File: src/rtl/bus_responder.sv
// bus_responder: word-addressed 8-bit memory slave driven by level strobes.
// A fresh 0->1 edge on exactly one of rd/wr (while idle) starts an access.
// The access waits WAIT_CYC cycles, then completes with a one-cycle ready
// pulse. Reads keep data_out/data_oe driven until both strobes drop.
// Accesses at or above MEM_DEPTH complete with err alongside ready. Reads
// return 8'hFF and writes are dropped. Simultaneous rd/wr edges give an
// err pulse and no access.
//
// Ports:
//   clk      in   clock, rising edge
//   rst      in   synchronous active-high reset
//   rd, wr   in   level strobes, held for the whole access
//   addr     in   13-bit word address, sampled at request detection
//   data_in  in   write data, sampled on the edge leaving WR_COMMIT
//   data_out out  read data
//   data_oe  out  read data valid / bus drive enable
//   ready    out  one-cycle access-complete pulse
//   err      out  one-cycle illegal-access pulse
//
// state     | meaning
// ----------+---------------------------------------------------------
// IDLE      | waiting for a fresh strobe edge
// WAIT      | counting wait states; aborts if the active strobe drops
// RD_DRV    | read completes: ready, data_oe, data_out valid
// WR_COMMIT | write completes: ready, memory written on the leaving edge
// HOLD      | access done; wait for rd=0 and wr=0
module bus_responder #(
    parameter int MEM_DEPTH = 256,
    parameter int WAIT_CYC  = 2
) (
    input  logic        clk,
    input  logic        rst,
    input  logic        rd,
    input  logic        wr,
    input  logic [12:0] addr,
    input  logic [7:0]  data_in,
    output logic [7:0]  data_out,
    output logic        data_oe,
    output logic        ready,
    output logic        err
);

    localparam int          AW        = (MEM_DEPTH > 1) ? $clog2(MEM_DEPTH) : 1;
    localparam logic [13:0] DEPTH     = 14'(MEM_DEPTH);
    localparam logic [3:0]  WAIT_INIT = 4'(WAIT_CYC);

    typedef enum logic [2:0] {IDLE, WAIT, RD_DRV, WR_COMMIT, HOLD} state_t;

    state_t          state_q, state_d;
    logic [3:0]      cnt_q, cnt_d;
    logic            rd_prev_q, wr_prev_q;
    logic [AW-1:0]   idx_q, idx_d;
    logic            oor_q, oor_d;
    logic            acc_wr_q, acc_wr_d;
    logic            acc_rd_q, acc_rd_d;
    logic            coll_q, coll_d;
    logic [7:0]      data_out_q, data_out_d;

    logic [7:0]      mem [MEM_DEPTH];

    logic            rd_rise, wr_rise, addr_oor;
    logic [AW-1:0]   rd_idx;
    logic            rd_oor;
    logic [7:0]      rd_word;

    assign rd_rise  = rd & ~rd_prev_q;
    assign wr_rise  = wr & ~wr_prev_q;
    assign addr_oor = ({1'b0, addr} >= DEPTH);

    // With no wait states the read word is fetched on the detection edge
    // itself, before the address has been latched.
    always_comb begin
        rd_idx  = idx_q;
        rd_oor  = oor_q;
        if (state_q == IDLE) begin
            rd_idx = addr[AW-1:0];
            rd_oor = addr_oor;
        end
        rd_word = rd_oor ? 8'hFF : mem[rd_idx];
    end

    always_comb begin
        state_d    = state_q;
        cnt_d      = cnt_q;
        idx_d      = idx_q;
        oor_d      = oor_q;
        acc_wr_d   = acc_wr_q;
        acc_rd_d   = acc_rd_q;
        coll_d     = 1'b0;
        data_out_d = data_out_q;
        case (state_q)
            IDLE: begin
                if (rd_rise && wr_rise) begin
                    coll_d   = 1'b1;
                    acc_rd_d = 1'b0;
                    acc_wr_d = 1'b0;
                    state_d  = HOLD;
                end else if (rd_rise || wr_rise) begin
                    idx_d    = addr[AW-1:0];
                    oor_d    = addr_oor;
                    acc_wr_d = wr_rise;
                    acc_rd_d = rd_rise;
                    if (WAIT_CYC == 0) begin
                        if (wr_rise) begin
                            state_d = WR_COMMIT;
                        end else begin
                            state_d    = RD_DRV;
                            data_out_d = rd_word;
                        end
                    end else begin
                        cnt_d   = WAIT_INIT;
                        state_d = WAIT;
                    end
                end
            end
            WAIT: begin
                if (acc_wr_q ? !wr : !rd) begin
                    cnt_d   = 4'd0;
                    state_d = IDLE;
                end else if (cnt_q <= 4'd1) begin
                    cnt_d = 4'd0;
                    if (acc_wr_q) begin
                        state_d = WR_COMMIT;
                    end else begin
                        state_d    = RD_DRV;
                        data_out_d = rd_word;
                    end
                end else begin
                    cnt_d = cnt_q - 4'd1;
                end
            end
            RD_DRV, WR_COMMIT: state_d = HOLD;
            HOLD: begin
                if (!rd && !wr) state_d = IDLE;
            end
            default: state_d = IDLE;
        endcase
    end

    always_ff @(posedge clk) begin
        if (rst) begin
            state_q    <= IDLE;
            cnt_q      <= 4'd0;
            rd_prev_q  <= 1'b1;
            wr_prev_q  <= 1'b1;
            idx_q      <= '0;
            oor_q      <= 1'b0;
            acc_wr_q   <= 1'b0;
            acc_rd_q   <= 1'b0;
            coll_q     <= 1'b0;
            data_out_q <= 8'h00;
        end else begin
            state_q    <= state_d;
            cnt_q      <= cnt_d;
            rd_prev_q  <= rd;
            wr_prev_q  <= wr;
            idx_q      <= idx_d;
            oor_q      <= oor_d;
            acc_wr_q   <= acc_wr_d;
            acc_rd_q   <= acc_rd_d;
            coll_q     <= coll_d;
            data_out_q <= data_out_d;
        end
    end

    // Memory is never cleared; reset only blocks a commit on the same edge.
    always_ff @(posedge clk) begin
        if (!rst && state_q == WR_COMMIT && !oor_q) begin
            mem[idx_q] <= data_in;
        end
    end

    assign ready    = (state_q == RD_DRV) || (state_q == WR_COMMIT);
    assign err      = (ready && oor_q) || coll_q;
    assign data_oe  = (state_q == RD_DRV) || (state_q == HOLD && acc_rd_q);
    assign data_out = data_out_q;

endmodule

File: config.mk
export PLATFORM = sky130hd
export DESIGN_NAME = bus_responder
export DESIGN_NICKNAME = d
export VERILOG_FILES = /design/src/rtl/bus_responder.sv
export SDC_FILE = /design/constraint.sdc
export NUM_CORES = 2
export LEC_CHECK = 0
export CORE_ASPECT_RATIO = 0.75
export CORE_MARGIN = 2
export CORE_UTILIZATION = 37
export DETAILED_ROUTE_END_ITERATION = 10
export PLACE_DENSITY = 0.55
export SKIP_LAST_GASP = 1
export SYNTH_ARGS = -nofsm -noshare
export SYNTH_HDL_FRONTEND = slang
export SYNTH_SLANG_ARGS = --single-unit
File: constraint.sdc
create_clock -name clk -period 3.67 [get_ports clk]
set_input_delay 0.734 -clock clk [delete_from_list [all_inputs] [get_ports clk]]
set_output_delay 0.734 -clock clk [all_outputs]
set_load 0.05 [all_outputs]
After elaboration in Yosys (flattened, before gate mapping)
Memories as Yosys holds them, arrays and structs flattened.
Index checks and enable logic that the tools add are counted.
{"block": "word_totals", "out_inout_bits": 11, "word_cells": 78, "ramBits": 2048, "n_memories": 1, "inputBits": 25, "regBits": 29}
{"memory": "mem", "words": 256, "width": 8, "rd": 1, "rd_ports_with_merged_regs": 0, "write_ports": 1, "line_no": "59", "text": "logic [7:0] mem [MEM_DEPTH];"}
{"block": "op_classes", "magnitude_cmp": 2, "reduce_logical": 24, "n_bitwise": 8, "muxes": 23, "add_sub_neg": 1, "n_eq_ne": 9}
{"op": "4-bit 2-to-1 mux", "n": 4}
{"op": "8-bit 2-to-1 mux", "n": 2}
{"op": "3-bit 2-to-1 mux", "n": 5}
{"op": "13-bit by 9-bit >= comparator with 1-bit output (second input constant)", "n": 1}
{"op": "3-bit case mux with 4 select lines", "n": 1}
{"op": "1-bit 2-to-1 mux", "n": 10}
{"op": "3-bit AND reduction", "n": 3}
{"op": "4-bit case mux with 2 select lines", "n": 1}
{"op": "3-bit by 2-bit equality test with 1-bit output (second input constant)", "n": 2}
{"op": "1-bit logical AND", "n": 6}
{"op": "1-bit NOT", "n": 6}
{"op": "4-bit by 1-bit <= comparator with 1-bit output (second input constant)", "n": 1}
{"op": "1-bit zero test", "n": 4}
{"op": "1-bit logical OR", "n": 4}
{"op": "2-bit inequality test (second input constant)", "n": 2}
{"op": "4-bit AND reduction", "n": 1}
{"op": "2-bit nonzero test", "n": 2}
{"op": "2-bit OR reduction", "n": 2}
{"op": "4-bit by 1-bit subtractor with 4-bit output (second input constant)", "n": 1}
{"op": "3-bit by 1-bit equality test with 1-bit output (second input constant)", "n": 1}
{"op": "3-bit equality test (second input constant)", "n": 1}
{"op": "3-bit zero test", "n": 1}
{"op": "3-bit by 1-bit inequality test with 1-bit output (second input constant)", "n": 1}
{"op": "3-bit inequality test (second input constant)", "n": 1}
{"op": "other kinds (3)", "n": 4}

Depth between registers and ports, before layout
{"block": "logic_depth", "word_depth": 6, "ltp_mapped": 15, "mapped_depth_nobuf": 11}

Least setup slack after synthesis
No wires, ideal clock.
{"block": "synth_timing", "kind": "in2reg", "from": "input addr[2]", "to": "register data_out_q[6], in the netlist data_out[6]", "slack_ns": 0.420, "setup_time_ns": 0.132, "path_buffers": 3, "required_time_ns": 3.538, "t_arrival_ns": 3.118, "path_stages": 12, "path_cell_list": "clkbuf_1 -> or4b_4 -> and2_1 -> buf_4 -> buf_4 -> nand2_1 -> nand3_1 -> a221oi_1 -> nor3_1 -> or4_1 -> a211oi_1 -> nor4_1"}
{"block": "synth_between", "elab_chain_len": 3, "elab_cells_between_ends": 5, "cone_classes": "order compare: 1; mux: 3; memory: 1"}
{"element": "start, declared", "line_no": "35", "text": "input logic [12:0] addr,"}
{"element": "8-bit 2-to-1 mux / 13-bit by 9-bit >= comparator with 1-bit output (equally long branches)", "line_no": "75, 68"}
{"element": "memory read 256 x 8 bit / 1-bit 2-to-1 mux (equally long branches)"}
{"element": "8-bit 2-to-1 mux *", "line_no": "79", "text": "rd_word = rd_oor ? 8'hFF : mem[rd_idx];"}
{"element": "end signal, assigned", "line_no": "162", "text": "data_out_q <= data_out_d;"}
{"element": "end, declared", "line_no": "57", "text": "logic [7:0] data_out_q, data_out_d;"}
Every way passes the cells marked *; elsewhere a longest branch is shown, timed or not.
A chain may end at the register's enable or synchronous reset.

Worst setup path in the final report
{"block": "layout_timing", "from": "register state_q[1]", "to": "register data_out_q[5], in the netlist data_out[5]"}
{"block": "layout_between", "elab_chain_len": 4, "elab_cells_between_ends": 7, "cone_classes": "eq/ne: 1; mux: 3; reduce/logical: 2; memory: 1"}
{"element": "start, declared", "line_no": "49", "text": "state_t state_q, state_d;"}
{"element": "start signal, assigned", "line_no": "153", "text": "state_q <= state_d;"}
{"element": "3-bit zero test", "line_no": "75", "text": "if (state_q == IDLE) begin"}
{"element": "8-bit 2-to-1 mux", "line_no": "75"}
{"element": "memory read 256 x 8 bit"}
{"element": "8-bit 2-to-1 mux", "line_no": "79"}
Several ways; a longest one is shown, not always the timed one.

==> run_results.csv <==
group,metric,value,unit
run_status,status,"completed",
synth,synthTopCellsByCount,"2048 x edfxtp_1, 1328 x nand2_1, 422 x nand3_1, 340 x nor2_1, 172 x buf_2",
global_routing,grt.met1_usage,35.9,%
floorplanning,core_area,220000,sq um
placement,preCtsSetupSlack,-1460,ps
sta,hold_slack,248,ps
detailed_routing,first_iter_violations,7328,
synth,synth_flop_cell,"edfxtp_1",
setup_path,crit_type,"reg2reg",
setup_path,cp.arrival,4430,ps
sta,finalSetupViolCount,0,
placement,hpwlAfterDp,173000,um
clock_tree,cts_tree,"built",
sta,fmax,273,MHz
clock_tree,cts_hold_buf,0,
global_routing,grt_pass1_wl,374000,um
sta,skew,55.2,ps
synth,ys_top_cells_by_area,"edfxtp_1 75%, nand2_1 6.1%, mux4_2 3.6%, nand3_1 2.6%, mux2i_1 1.6%",
synth,synthMostInstantiatedCell,"edfxtp_1",
sta,drv_slew,0,
clock_tree,numCtsBuffers,201,
finish,register_area,62100,sq um
synth,yosysTopAreaCellShare,74.8,%
clock_tree,worstSkewPairLatency,850,ps
synth,synth_area_leader_cell,"edfxtp_1",
placement,numPortBuffers,35,
setup_path,critical_path.startpoint_type,"flip-flop",
finish,syn2layout_area_growth,21.7,%
min_path,hold_depth,1,
sta,rsz0062_at_grt,"yes",
synth,ys_warn_count,0,
sta,period_needed,3660,ps
pwr,p_leak,34.3,nW
setup_path,critPathRequiredTime,4440,ps
floorplanning,num_rows,149,
pwr,power.density,532,nW/um^2
global_routing,grt_use_total,22.8,%
synth,ys_seq_elements,2077,
setup_path,r2r_cells,13,
placement,place.gp.congestion,0.932,
sta,finalCritPeriodShare,99.7,%
floorplanning,die_h,412,um
detailed_routing,vias,53583,
synth,async_reset_ff_share,0,%
detailed_routing,drtPass1Iterations,7,
setup_path,reg2reg_from,"state_q[1]",
flow_run,max-cap-violations,0,
finish,final_nets,6513,
sta,slew_headroom,24.0,%
finish,final_core_util,45.4,%
sta,tightest_slew,1140,ps
pwr,vdd.ir_drop.worst,368,uV
global_routing,globalRoute.totalOverflow,0,
global_routing,antenna_found_initial,15,
min_path,min_to,"mem[19][6]",
finish,drive_gt1_share,22.4,%
clock_tree,clock-sinks,2077,
floorplanning,die_x,548,um
detailed_routing,drtAntennaViolNets,0,
finish,fill_cells,19382,
min_path,min_from,"data_in[6]",
global_routing,grt_pass1_vias,50273,
floorplanning,pin_count,36,
global_routing,grt_max_degree,110,
sta,final_hold_viol_count,0,
detailed_routing,routed_wirelength,262000,um
clock_tree,htree_levels,4,
setup_path,crit-reg2reg-capture,"data_out[5]",
global_routing,met2_usage,31.8,%
detailed_routing,via_per_inst,5.59,
synth,syn_avg_cell_area,14.6,sq um
sta,setup_slack,10.7,ps
global_routing,grt.busiest_layer,"met1",
floorplanning,start_util,37.3,%
setup_path,crit_path_end_kind,"flip-flop",
detailed_routing,drc,0,
detailed_routing,drt-wirelength-per-cell,27.4,um
synth,syn_nets,5639,
clock_tree,clk_pin_slew,60,ps
clock_tree,cts_root_buf,"clkbuf_16",
synth,synthCells,5612,
synth,netlist_area,82200,sq um
min_path,hp-class,"in2reg",
synth,ys_types,73,
floorplanning,die_area,226000,sq um
synth,synth_edf_count,2048,
synth,yosysSeqAreaShare,75.5,%
global_routing,use_met3,4.61,%
sta,fin_tns_setup,0,ps
finish,multiInputGateArea,18800,sq um
clock_tree,cts_max_path_buffers,4,
setup_path,ff2ff_setup_slack,10,ps
setup_path,critPathMaxFanout,22,
## layout make-up
| type | instances | share of cell area (%) |
|---|---|---|
| Sequential cell | 2077 | 62.1 |
| Clock inverter | 99 | 0.734 |
| Tap cell | 2944 | 3.68 |
| Antenna cell | 2 | 0.00500 |
| Inverter | 5 | 0.0188 |
| Multi-Input combinational cell | 3171 | 18.8 |
| Timing Repair Buffer | 1030 | 9.28 |
| Clock buffer | 257 | 5.41 |
## cells in the final DEF, fill, tap and decap left out, types with 9 or more instances in the layout
master / count
clkinv_2: 33
nor2b_1: 9
nor3_1: 17
mux4_2: 131
clkbuf_1: 44
edfxtp_1: 2048
clkinv_1: 45
and3_1: 108
a32o_1: 10
a211oi_1: 36
nand4_1: 47
clkbuf_8: 13
o22ai_1: 30
o221ai_1: 12
a31oi_1: 127
a311oi_1: 32
clkdlybuf4s50_1: 27
mux2i_1: 123
nand2_1: 1321
buf_4: 880
o21ai_0: 25
nand3_1: 419
buf_12: 104
a22oi_1: 14
a32oi_1: 59
nor4_1: 18
a221oi_1: 13
o2111ai_1: 28
bufinv_16: 10
a21oi_1: 83
dfxtp_1: 26
nor2_1: 336
clkbuf_16: 209
## metrics by stage
stage          power (mW)  std cells  cell area, sq um
2_1_floorplan        29.6       5612             82200
3_3_place_gp         33.4       9206             93200
3_5_place_dp         33.4       9206             93200
4_1_cts              53.2       9571             99600
5_1_grt              54.7       9583            100000
6_report             53.2       9585            100000
## per-layer routing
layer | wire length [um] | vias up
met3 | 28900 | 389
met2 | 109000 | 2821
li1 | - | 23075
met4 | 7050 | 8
met5 | 59 | -
met1 | 118000 | 27290
## worst max-delay path, cell delays in order (launching register included)
cell and delay [ps]:
dfxtp_2 350, buf_4 170, or4b_4 630, nand2_8 160
buf_6 180, buf_12 180, nand2_1 60, and3_1 180
a311oi_1 520, a31oi_1 160, o21ai_0 420, buf_4 210
nand2_1 150, a31oi_1 190
## repair_timing
item                                    in CTS  in global routing
endpoints found under the setup margin       8                  8
cloned                                       1                  3
buffers inserted                             8                  9
gates resized for setup                     36                 44
pin swaps                                    8                  9
## cells by family after synthesis
group | count (synthesis) | share of synthesized area, %
xor+xnor | 1 | 0.0107
buf+inv | 365 | 2.18
fa+ha+maj | 2 | 0.0304
flops | 2077 | 75.5
mux | 265 | 5.23
simple gates | 2349 | 12.2
compound gates | 553 | 4.80
## state kept, by name, indices dropped and copies added (netlist names)
register and count:
rd_prev_q 1, data_out 8, coll_q 1, acc_rd_q 1, idx_q 8, acc_wr_q 1, mem 2048, oor_q 1
wr_prev_q 1, cnt_q 4, state_q 3
## how the worst max path moves through the flow
stage | from | end | slack [ps] | depth (start not counted)
finish | state_q[1] | data_out[5] | 10 | 13
floorplan | addr[2] | data_out[6] | 420 | 12
global route | state_q[1] | data_out[4] | -10 | 14
global placement | addr[2] | data_out[2] | -1430 | 14
CTS | state_q[1] | data_out[2] | -4 | 14
detailed placement | addr[2] | data_out[2] | -1460 | 14
## where the power goes
| group | internal (mW) | total, mW | switching (mW) | leakage, nW |
|---|---|---|---|---|
| sequential | 26.1 | 26.1 | 0.0428 | 18.6 |
| clock | 11.1 | 19.9 | 8.86 | 3.01 |
| combinational | 2.67 | 7.15 | 4.48 | 12.7 |
| total | 39.8 | 53.2 | 13.4 | 34.3 |
(Power assumes the default switching activity.)
